===== config.mk =====
export PLATFORM = sky130hd
export DESIGN_NAME = ysyx_24110015_ifu_fetch
export DESIGN_NICKNAME = d
export VERILOG_FILES = /design/src/rtl/ysyx_24110015_ifu_fetch.sv
export SDC_FILE = /design/constraint.sdc
export NUM_CORES = 1
export LEC_CHECK = 0
export ABC_AREA = 1
export CORE_ASPECT_RATIO = 1.1
export CORE_UTILIZATION = 35
export CTS_BUF_LIST = sky130_fd_sc_hd__clkbuf_8
export DETAILED_ROUTE_END_ITERATION = 8
export HOLD_SLACK_MARGIN = 0.05
export MAX_ROUTING_LAYER = met4
export PLACE_DENSITY_LB_ADDON = 0.12
export SLEW_MARGIN = 20
export SYNTH_ARGS = -nofsm -noshare
export SYNTH_HDL_FRONTEND = slang
export SYNTH_SLANG_ARGS = --single-unit

===== constraint.sdc =====
create_clock -name clk -period 2.2 [get_ports clk]
set_input_delay 0.33 -clock clk [delete_from_list [all_inputs] [get_ports clk]]
set_output_delay 0.33 -clock clk [all_outputs]
set_load 0.005 [all_outputs]

===== src/rtl/ysyx_24110015_ifu_fetch.sv =====
// ============================================================================
// ysyx_24110015_ifu_fetch : instruction fetch FSM with an in-order instruction buffer
// Optional: define YSYX_24110015_IFU_MISALIGN_CHK_EN to raise alignment faults. Rev 1.0
// ============================================================================
`default_nettype none

module ysyx_24110015_ifu_fetch #(
  parameter int             XLEN      = 32,
  parameter logic [XLEN-1:0] RESET_PC = 'h8000_0000,
  parameter int             BUF_DEPTH = 4
) (
  input  logic            clk,
  input  logic            rst,
  input  logic            redirect_valid,
  input  logic [XLEN-1:0] redirect_pc,
  output logic            mem_req_valid,
  input  logic            mem_req_ready,
  output logic [XLEN-1:0] mem_req_addr,
  input  logic            mem_rsp_valid,
  input  logic [XLEN-1:0] mem_rsp_data,
  input  logic            mem_rsp_err,
  output logic            out_valid,
  input  logic            out_ready,
  output logic [XLEN-1:0] out_pc,
  output logic [XLEN-1:0] out_inst,
  output logic            out_fault
);

  localparam int PTR_W = $clog2(BUF_DEPTH);
  localparam int CNT_W = PTR_W + 1;

  localparam logic [1:0] S_IDLE = 2'd0;
  localparam logic [1:0] S_REQ  = 2'd1;
  localparam logic [1:0] S_WAIT = 2'd2;
  localparam logic [1:0] S_DROP = 2'd3;

  logic [1:0]      state_q, state_d;
  logic [1:0]      boot_q, boot_d;
  logic [XLEN-1:0] fetch_pc_q, fetch_pc_d;
  logic            kill_q, kill_d;
  logic            req_valid_q, req_valid_d;
  logic [XLEN-1:0] req_addr_q, req_addr_d;
`ifdef YSYX_24110015_IFU_MISALIGN_CHK_EN
  logic            halt_q, halt_d;
`endif

  logic [XLEN-1:0] pc_mem_q   [BUF_DEPTH];
  logic [XLEN-1:0] inst_mem_q [BUF_DEPTH];
  logic            flt_mem_q  [BUF_DEPTH];
  logic [PTR_W-1:0] rd_ptr_q, wr_ptr_q;
  logic [CNT_W-1:0] count_q, count_d;

  logic            push, pop, full;
  logic [XLEN-1:0] push_inst;
  logic            push_flt;

  assign full      = (count_q == CNT_W'(BUF_DEPTH));
  assign pop       = out_valid & out_ready & ~redirect_valid;
  assign out_valid = (count_q != '0);
  assign out_pc    = pc_mem_q[rd_ptr_q];
  assign out_inst  = inst_mem_q[rd_ptr_q];
  assign out_fault = flt_mem_q[rd_ptr_q];
  assign mem_req_valid = req_valid_q;
  assign mem_req_addr  = req_addr_q;

  always_comb begin
    state_d     = state_q;
    boot_d      = boot_q;
    fetch_pc_d  = fetch_pc_q;
    kill_d      = kill_q;
    req_valid_d = req_valid_q;
    req_addr_d  = req_addr_q;
    push        = 1'b0;
    push_inst   = mem_rsp_data;
    push_flt    = mem_rsp_err;
`ifdef YSYX_24110015_IFU_MISALIGN_CHK_EN
    halt_d      = halt_q;
`endif
    // Two-cycle holdoff after reset release before the first request
    if (boot_q != 2'd2) boot_d = boot_q + 2'd1;

    case (state_q)
      S_IDLE: begin
        if (!redirect_valid && !full && boot_q == 2'd2) begin
`ifdef YSYX_24110015_IFU_MISALIGN_CHK_EN
          if (!halt_q) begin
            if (fetch_pc_q[1:0] != 2'b00) begin
              push      = 1'b1;
              push_inst = '0;
              push_flt  = 1'b1;
              halt_d    = 1'b1;
            end else begin
              state_d     = S_REQ;
              req_valid_d = 1'b1;
              req_addr_d  = fetch_pc_q;
            end
          end
`else
          state_d     = S_REQ;
          req_valid_d = 1'b1;
          req_addr_d  = {fetch_pc_q[XLEN-1:2], 2'b00};
`endif
        end
      end
      S_REQ: begin
        if (mem_req_ready) begin
          req_valid_d = 1'b0;
          kill_d      = 1'b0;
          state_d     = (kill_q || redirect_valid) ? S_DROP : S_WAIT;
        end else if (redirect_valid) begin
          kill_d = 1'b1;
        end
      end
      S_WAIT: begin
        if (redirect_valid) begin
          state_d = mem_rsp_valid ? S_IDLE : S_DROP;
        end else if (mem_rsp_valid) begin
          push       = 1'b1;
          fetch_pc_d = fetch_pc_q + XLEN'(4);
          state_d    = S_IDLE;
        end
      end
      S_DROP: begin
        if (mem_rsp_valid) state_d = S_IDLE;
      end
      default: state_d = S_IDLE;
    endcase

    if (redirect_valid) begin
      fetch_pc_d = redirect_pc;
`ifdef YSYX_24110015_IFU_MISALIGN_CHK_EN
      halt_d     = 1'b0;
`endif
    end
  end

  always_comb begin
    count_d = count_q;
    if (redirect_valid)    count_d = '0;
    else if (push && !pop) count_d = count_q + CNT_W'(1);
    else if (!push && pop) count_d = count_q - CNT_W'(1);
  end

  always_ff @(posedge clk or negedge rst) begin
    if (!rst) begin
      state_q     <= S_IDLE;
      boot_q      <= 2'd0;
      fetch_pc_q  <= RESET_PC;
      kill_q      <= 1'b0;
      req_valid_q <= 1'b0;
      req_addr_q  <= '0;
`ifdef YSYX_24110015_IFU_MISALIGN_CHK_EN
      halt_q      <= 1'b0;
`endif
    end else begin
      state_q     <= state_d;
      boot_q      <= boot_d;
      fetch_pc_q  <= fetch_pc_d;
      kill_q      <= kill_d;
      req_valid_q <= req_valid_d;
      req_addr_q  <= req_addr_d;
`ifdef YSYX_24110015_IFU_MISALIGN_CHK_EN
      halt_q      <= halt_d;
`endif
    end
  end

  always_ff @(posedge clk or negedge rst) begin
    if (!rst) begin
      rd_ptr_q <= '0;
      wr_ptr_q <= '0;
      count_q  <= '0;
      for (int i = 0; i < BUF_DEPTH; i++) begin
        pc_mem_q[i]   <= '0;
        inst_mem_q[i] <= '0;
        flt_mem_q[i]  <= 1'b0;
      end
    end else begin
      count_q <= count_d;
      if (redirect_valid) begin
        rd_ptr_q <= '0;
        wr_ptr_q <= '0;
      end else begin
        if (push) begin
          pc_mem_q[wr_ptr_q]   <= fetch_pc_q;
          inst_mem_q[wr_ptr_q] <= push_inst;
          flt_mem_q[wr_ptr_q]  <= push_flt;
          wr_ptr_q             <= wr_ptr_q + PTR_W'(1);
        end
        if (pop) rd_ptr_q <= rd_ptr_q + PTR_W'(1);
      end
    end
  end

endmodule

`default_nettype wire


; After elaboration in Yosys (flattened, before gate mapping)
; Cells that the tools add are included.
[word_totals]
regBits = 335
inputBits = 71
out_inout_bits = 99
elab_cells = 109
[op_classes]
add_sub_neg = 6
n_lt_le_gt_ge = 3
n_eq_ne = 8
mux = 41
bitwise_logic = 5
reduce_logical = 25
[op_table]
columns = operator, n
row1 = 128-bit bitwise mux, 2
row2 = 32-bit 2-to-1 mux, 8
row3 = 32-bit binary-select mux with 2-bit select, 2
row4 = 32-bit demux with 2-bit select, 1
row5 = 32-bit by 3-bit adder with 32-bit output (second input constant), 1
row6 = 2-bit 2-to-1 mux, 9
row7 = 2-bit nonzero test, 6
row8 = 1-bit 2-to-1 mux, 11
row9 = 2-bit AND reduction, 5
row10 = 3-bit 2-to-1 mux, 3
row11 = 2-bit one-hot mux with 4 select lines, 1
row12 = 2-bit by 1-bit adder with 2-bit output (second input constant), 3
row13 = 2-bit equality test (second input constant), 3
row14 = 3-bit greater-or-equal comparator (second input constant), 2
row15 = 2-bit inequality test (second input constant), 3
row16 = 2-bit NOT with 3-bit output, 2
row17 = 3-bit nonzero test, 2
row18 = 1-bit logical AND, 5
row19 = 4-bit bitwise mux, 1
row20 = 1-bit logical NOT, 4
row21 = 3-bit by 1-bit adder with 3-bit output (second input constant), 1
row22 = 3-bit equality test (second input constant), 1
row23 = 3-bit by 1-bit < comparator with 1-bit output (second input constant), 1
row24 = 3-bit AND reduction, 1
row25 = other kinds (9), 10

; Longest topological paths before layout
; Gate-level depths: netlist of run 1.
[logic_depth]
depth_word = 8
ltp_mapped = 10

; Worst setup path before layout of run 1
; Ideal clock, no wire load.
[synth_timing]
kind = input to register
start = in redirect_valid
end = reg count_q[2]
setup_time_ns = 0.116
t_arrival_ns = 1.610
t_required_ns = 2.084
setup_slack_ns = 0.474
cell_stages = 10
path_buffers = 2
path_cell_list = buf_2 > nor3_4 > buf_6 > nand2_1 > inv_1 > fa_1 > xnor2_1 > xor2_1 > nand2_1 > nand2_1
[synth_via]
elab_chain_len = 6
word_cells_on_any_way = 11
cone_classes = 4 x mux / 2 x bitwise / 5 x reduce/logical
[synth_lines]
columns = item, line
row1 = from (decl), 14  ; input logic redirect_valid,
row2 = 1-bit NOT (no line), --
row3 = 1-bit bitwise AND, 58  ; assign pop = out_valid & out_ready & ~redirect_valid;
row4 = 1-bit logical NOT, 140  ; else if (push && !pop) count_d = count_q + CNT_W'(1);
row5 = 1-bit logical AND, 140
row6 = 3-bit 2-to-1 mux, 140
row7 = 3-bit 2-to-1 mux, 139  ; if (redirect_valid) count_d = '0;
row8 = to (signal assigned), 179  ; count_q <= count_d;
row9 = to (decl), 51  ; logic [CNT_W-1:0] count_q, count_d;
; Parallel ways exist; a longest one is shown, timed or not.
; A chain may end at the register's enable or synchronous reset.

; Worst setup path in the final report of run 1
[layout_timing]
start = reg rd_ptr_q[0]
end = out out_pc[14]
[layout_via]
elab_chain_len = 4
[layout_lines]
columns = item, line
row1 = from (decl), 50  ; logic [PTR_W-1:0] rd_ptr_q, wr_ptr_q;
row2 = from (signal assigned), 190  ; if (pop) rd_ptr_q <= rd_ptr_q + PTR_W'(1);
row3 = 2-bit NOT with 3-bit output (implied by the code), 60  ; assign out_pc = pc_mem_q[rd_ptr_q];
row4 = 32-bit binary-select mux with 2-bit select, 60
row5 = 32-bit 2-to-1 mux (implied by the code) (2 in a row), 60
row6 = to (decl), 24  ; output logic [XLEN-1:0] out_pc,
; Every way passes these cells. The select of a mux whose other input is x is not followed.

==> results.json, run 1 <==
{
  "status": "complete, but fails checks",
  "violations": "setup timing",
  "avgViaCountPerCell": 5.01,
  "gp_congestion": 0.912,
  "first_global_vias": 13200,
  "hold_viol": 0,
  "register_area_um2": 8390,
  "cp-start-kind": "flop",
  "area_delta_synth_final_pct": 32.9,
  "p_per_area_nw_per_um2": 1090,
  "dieArea_um2": 44200,
  "end_kind": "output port",
  "synth_seq_cells": 335,
  "setup_viol": 65,
  "ys_seq_area_share_pct": 55.2,
  "rows": 79,
  "clockRootBuffer": "clkbuf_8",
  "drt_first_pass_iters": 5,
  "async_reset_ff_share_pct": 100,
  "clock-sinks": 335,
  "synth_edf_count": 0,
  "hold_class": "input pin to asynchronous set/reset pin",
  "critical-path-slowest-cell": "dfrtp_4",
  "skew_ns": 0.0272,
  "portBuffers": 167,
  "antennaDiodeCount": 0,
  "crit_path_frequent_cell": "buf_6",
  "die_h_um": 221,
  "fin_area_um2": 20200,
  "leakagePower_nw": 9.34,
  "cpPeakStageDelay_ns": 0.55,
  "io_pins": 170,
  "final-instance-count-excl-fill": 2598,
  "critical_path.top_delay_family": "buffers and inverters",
  "htree_levels": 2,
  "hold-worst-slack_ns": 0.148,
  "dp_hpwl_um": 27900,
  "drc": 0,
  "timing.slew.headroom_pct": 58.7,
  "cp.buffers_inverters": 6,
  "synth.cell_area_um2": 15200,
  "min_period_over_period_pct": 110,
  "wirelength_um": 47300,
  "nets": 2074,
  "multiInputGateArea_um2": 6660,
  "synth_cells": 1792,
  "synth_flop_cell": "dfrtp_1",
  "grt_max_degree": 131,
  "cts_tree": "done",
  "path_cells": "buf_6 > buf_6 > inv_6 > buf_6 > nor2_2 > o22ai_1 > buf_4 > buf_6",
  "ant_nets": 0,
  "yosysUniqueCellTypes": 33,
  "max_freq_mhz": 414,
  "clk_pin_slew_worst_paths_ns": 0.06,
  "maxSlewViolCount": 0,
  "synth.most_common_cell": "nand2_1",
  "cp.required_ns": 1.87,
  "start_util_pct": 35.7,
  "synth_area_leaders": "dfrtp_1 (55%), o21ai_0 (12%), nand2_1 (11%)",
  "path_class": "flop to output port",
  "via_count": 13000,
  "dr.first_iter.drc_count": 857,
  "cts_buffer_depth": 3,
  "yosys.area.top_type": "dfrtp_1",
  "gr-total-overflow": 0,
  "clock_latency_ns": 0.65,
  "wire_per_inst_um": 18.2,
  "dpl_cell_area_um2": 17700,
  "cp.arrival_ns": 2.08,
  "fin_crit_ns": 2.41,
  "numCtsBuffers": 60,
  "tightest_slew_ns": 0.620,
  "coreArea_um2": 42500,
  "utilization_pct": 47.5,
  "maxCapViolCount": 0,
  "synth_top_area_share_pct": 55.0,
  "antenna_found_initial": 1,
  "rsz0062_at_grt": "yes",
  "synth_area_per_cell_um2": 8.48,
  "synth_commonest_cells": "nand2_1 (460), o21ai_0 (371), dfrtp_1 (334), nor2_1 (197), inv_1 (91)",
  "grt_first_pass_wirelength_um": 75100,
  "yosysWarnings": 0,
  "crit_fanout": 5,
  "ir_worst_vdd_mv": 0.482,
  "fin_ws_ns": -0.214,
  "die_w_um": 201,
  "n_fill_cell": 4209,
  "drive_gt1_share_pct": 22.0,
  "dp.cells": 2464,
  "grtUsageTotal_pct": 22.4
}
worst reg2reg max path, stage by stage (launching register included):
cell	delay, ns
dfrtp_1	0.41
ha_1	0.22
nand2_1	0.13
nor2_1	0.23
nand3_1	0.26
nor2_1	0.32
nand4_1	0.14
nand2_1	0.08
nand3_1	0.07
kinds of logic (layout without fill, tap and decap cells):
group,after synthesis,after routing,synth area share [%]
simple gates,704,704,18.0
compound gates,526,526,18.8
flops,335,335,55.2
buf+inv,208,446,6.65
xor+xnor,11,11,0.634
fa+ha+maj,7,7,0.626
other cells,1,2,0.0247
metrics by stage:
| step | setup slack (ns) | total power, mW | setup TNS, ns |
|---|---|---|---|
| floorplan | 0.474 | 11.2 | 0 |
| finish | -0.214 | 22.0 | -5.89 |
| detailed placement | -0.0156 | 15.1 | -0.0156 |
| global placement | -0.0162 | 15.0 | -0.0162 |
| CTS | -0.262 | 21.9 | -11.62 |
| global route | -0.279 | 23.4 | -11.81 |
cell type report:
type | count | area share, %
Tap cell | 567 | 3.51
Sequential cell | 335 | 41.6
Inverter | 92 | 1.80
Clock buffer | 79 | 5.39
Multi-Input combinational cell | 1250 | 33.0
Timing Repair inverter | 1 | 0.0434
Clock inverter | 18 | 0.521
Timing Repair Buffer | 256 | 14.2
worst paths after layout:
path                                 start              to  slack, ns  cells after the start
max                            rd_ptr_q[0]      out_pc[14]      -0.21                      8
min                                    rst  inst_mem_q[25]       0.15                      2
max reg2reg                  fetch_pc_q[3]  fetch_pc_q[22]       0.26                      8
min reg2reg                      boot_q[0]       boot_q[0]       0.47                      1
max in group asynchronous              rst   pc_mem_q[126]       1.22                      3
min in group clk           redirect_pc[14]  fetch_pc_q[14]       0.25                      3
per-layer routing:
layer | GRT usage, % | wire, um | vias up
met5 | - | 0 | -
met4 | 6.36 | 991 | 0
met3 | 3.89 | 2150 | 72
met2 | 36.2 | 22600 | 315
met1 | 29.0 | 21600 | 6274
li1 | - | - | 6345
flip-flops by register name (all words and copies together) (netlist names):
| register | flops |
|---|---|
| flt_mem_q | 4 |
| mem_req_addr | 30 |
| mem_req_valid | 1 |
| inst_mem_q | 128 |
| state_q | 2 |
| boot_q | 2 |
| wr_ptr_q | 2 |
| fetch_pc_q | 32 |
| pc_mem_q | 128 |
| count_q | 3 |
| rd_ptr_q | 2 |
| kill_q | 1 |
placed cells by master (no fill, tap or decap), types with 19 or more instances in the layout:
master           Yosys  final
dfrtp_1            334    332
o22ai_1             65     24
o21ai_0            371    254
nor2_4               1     26
nor2_1             197    137
nand2_1            460    458
o22ai_2              0     39
o21ai_1             43     94
nor2_2               0     35
clkbuf_8             0     79
clkdlybuf4s50_1      0    100
buf_2               27     61
buf_6               25     20
buf_12               0     28
inv_1               91    102
nand3_1             36     35
buf_4                2     19
o21ai_2             28     88
report_power, final:
group	leakage (nW)	switching (mW)	total (mW)	internal (mW)
Sequential	4.47	0.853	8.24	7.39
Combinational	4.20	4.07	7.86	3.79
Clock	0.664	2.58	5.85	3.27
what timing repair did:
action                                  CTS  global route
gates resized for setup                 508           130
endpoints found under the hold margin   334             0
endpoints found under the setup margin   66            65
cloned                                   17             3
pin swaps                                56            31
setup buffers                            24             0
hold buffers                              1             0
No activity file was read; power rests on OpenSTA's default activity.
==> run 2, diff against run 1 <==
--- a/config.mk
+++ b/config.mk
@@ -7,6 +7,7 @@
 export LEC_CHECK = 0
 export ABC_AREA = 1
 export CORE_ASPECT_RATIO = 1.1
+export CORE_MARGIN = 2
 export CORE_UTILIZATION = 35
 export CTS_BUF_LIST = sky130_fd_sc_hd__clkbuf_8
 export DETAILED_ROUTE_END_ITERATION = 8
==> results.json, run 2 (synthesis results as in run 1) <==
{
  "status": "complete, but fails checks",
  "violations": "setup timing",
  "start_util_pct": 35.2,
  "hold_class": "input pin to asynchronous set/reset pin",
  "cts_buffer_depth": 3,
  "ant_nets": 0,
  "dr.first_iter.drc_count": 744,
  "r2r-end": "fetch_pc_q[22]",
  "min_period_over_period_pct": 110,
  "grt_max_degree": 98,
  "first_global_vias": 13400,
  "via_count": 13300,
  "gp_congestion": 0.854,
  "reg2reg_from": "fetch_pc_q[3]",
  "reg2reg_depth": 8,
  "rows": 80,
  "die_h_um": 223,
  "ir_worst_vdd_mv": 0.480,
  "htree_levels": 2,
  "clockPowerShare_pct": 26.3,
  "register_area_um2": 8390,
  "coreArea_um2": 43100,
  "numCtsBuffers": 58,
  "final_cell_mix": "nand2_1 (458), dfrtp_1 (332), o21ai_0 (272)",
  "cp.buffers_inverters": 6,
  "dp_hpwl_um": 28400,
  "hold_viol": 0,
  "switching_share_pct": 34.8,
  "portBuffers": 167,
  "wire_per_inst_um": 18.9,
  "reg_top3": "inst_mem_q x128, pc_mem_q x128, fetch_pc_q x32",
  "avgViaCountPerCell": 5.03,
  "grtUsageTotal_pct": 22.6,
  "drive_gt1_share_pct": 23.7,
  "antenna_found_initial": 0,
  "skew_ns": 0.0184,
  "p_switching_mw": 7.94,
  "tightest_slew_ns": 0.642,
  "gr-total-overflow": 0,
  "antennaDiodeCount": 0,
  "drc": 0,
  "multiInputGateArea_um2": 6830,
  "critical-path-slowest-cell": "dfrtp_4",
  "die_w_um": 203,
  "reg2reg_slack_ns": 0.24,
  "cpPeakStageDelay_ns": 0.52,
  "clockRootBuffer": "clkbuf_8",
  "io_pins": 170,
  "dp.cells": 2470,
  "n_fill_cell": 4193,
  "cp.arrival_ns": 2.10,
  "area_delta_synth_final_pct": 37.3,
  "end_kind": "output port",
  "rsz0062_at_grt": "yes",
  "nets": 2102,
  "grt_first_pass_wirelength_um": 77200,
  "maxCapViolCount": 0,
  "cp.required_ns": 1.87,
  "maxSlewViolCount": 0,
  "clk_pin_slew_worst_paths_ns": 0.06,
  "tns_ns": -9.97,
  "clock_latency_ns": 0.66,
  "fin_crit_ns": 2.43,
  "critical_path.top_delay_family": "buffers and inverters",
  "p_int_mw": 14.9,
  "setup_viol": 65,
  "timing.slew.headroom_pct": 57.1,
  "cp-start-kind": "flop",
  "comb_power_share_pct": 37.3,
  "utilization_pct": 48.4,
  "leakagePower_nw": 9.59,
  "fin_ws_ns": -0.229,
  "drt_first_pass_iters": 5,
  "wirelength_um": 49900,
  "cts_tree": "done",
  "clock-sinks": 335,
  "path_cells": "inv_8 > buf_8 > buf_6 > buf_12 > buf_16 > nor2_4 > o22ai_2 > buf_2",
  "max_freq_mhz": 412,
  "final_common_cell": "nand2_1",
  "path_class": "flop to output port",
  "final-instance-count-excl-fill": 2640,
  "dieArea_um2": 45100,
  "crit_fanout": 5,
  "seq_power_share_pct": 36.4,
  "p_per_area_nw_per_um2": 1090
}
## run 2: worst register-to-register path, delay by kind of cell (launching register included)
kind | cells | cell delay [ns]
fa+ha+maj | 1 | 0.22
flops | 1 | 0.43
simple gates | 7 | 1.19
## run 2: worst max-delay path by stage
stage / from / end / slack, ns / cells past startpoint
floorplan: redirect_valid / count_q[2] / 0.47 / 10
global placement: rd_ptr_q[0] / out_pc[12] / 0.08 / 5
detailed placement: rd_ptr_q[0] / out_pc[12] / 0.07 / 5
CTS: rd_ptr_q[0] / out_inst[15] / -0.30 / 8
global route: rd_ptr_q[0] / out_inst[22] / -0.30 / 8
finish: rd_ptr_q[0] / out_inst[22] / -0.23 / 8
## run 2: repair_timing
action | 4_1_cts | 5_1_grt
cloned | 21 | 5
setup endpoints to repair | 66 | 65
pin swaps | 54 | 72
buffers inserted | 35 | 13
endpoints found under the hold margin | 276 | 0
hold buffers | 1 | 0
gates resized for setup | 487 | 161
## run 2: area by class of cell
cell class	count	share of cell area [%]
inverters	92	1.72
well taps	574	3.44
clock buffers	75	4.95
flip-flops and latches	335	40.2
clock inverters	27	0.882
multi-input cells	1250	32.7
repair buffers	287	16.1
## run 2: per-stage QoR
stage / total power [mW] / hold WS [ns] / cell area, um2 / worst slack [ns]
6_report: 22.8 / 0.182 / 20900 / -0.229
5_1_grt: 24.2 / 0.174 / 20900 / -0.303
4_1_cts: 22.3 / 0.142 / 20100 / -0.304
3_5_place_dp: 14.9 / 0.275 / 17600 / 0.0687
3_3_place_gp: 14.9 / 0.274 / 17600 / 0.0815
2_1_floorplan: 11.2 / 0.0344 / 15200 / 0.474
## run 2: layer usage
metal  track usage, %  wire [um]
met3             3.78       2350
met1             29.4      22100
met4             7.02       1540
met5                -          0
met2             36.4      23900
## run 2: power groups by stage
stage / combinational (mW) / clock [mW] / sequential (mW)
global placement: 6.66 / 0 / 8.21
finish: 8.50 / 6.00 / 8.29
floorplan: 3.15 / 0 / 8.05
global route: 9.32 / 6.48 / 8.44
detailed placement: 6.71 / 0 / 8.23
CTS: 7.92 / 6.19 / 8.22
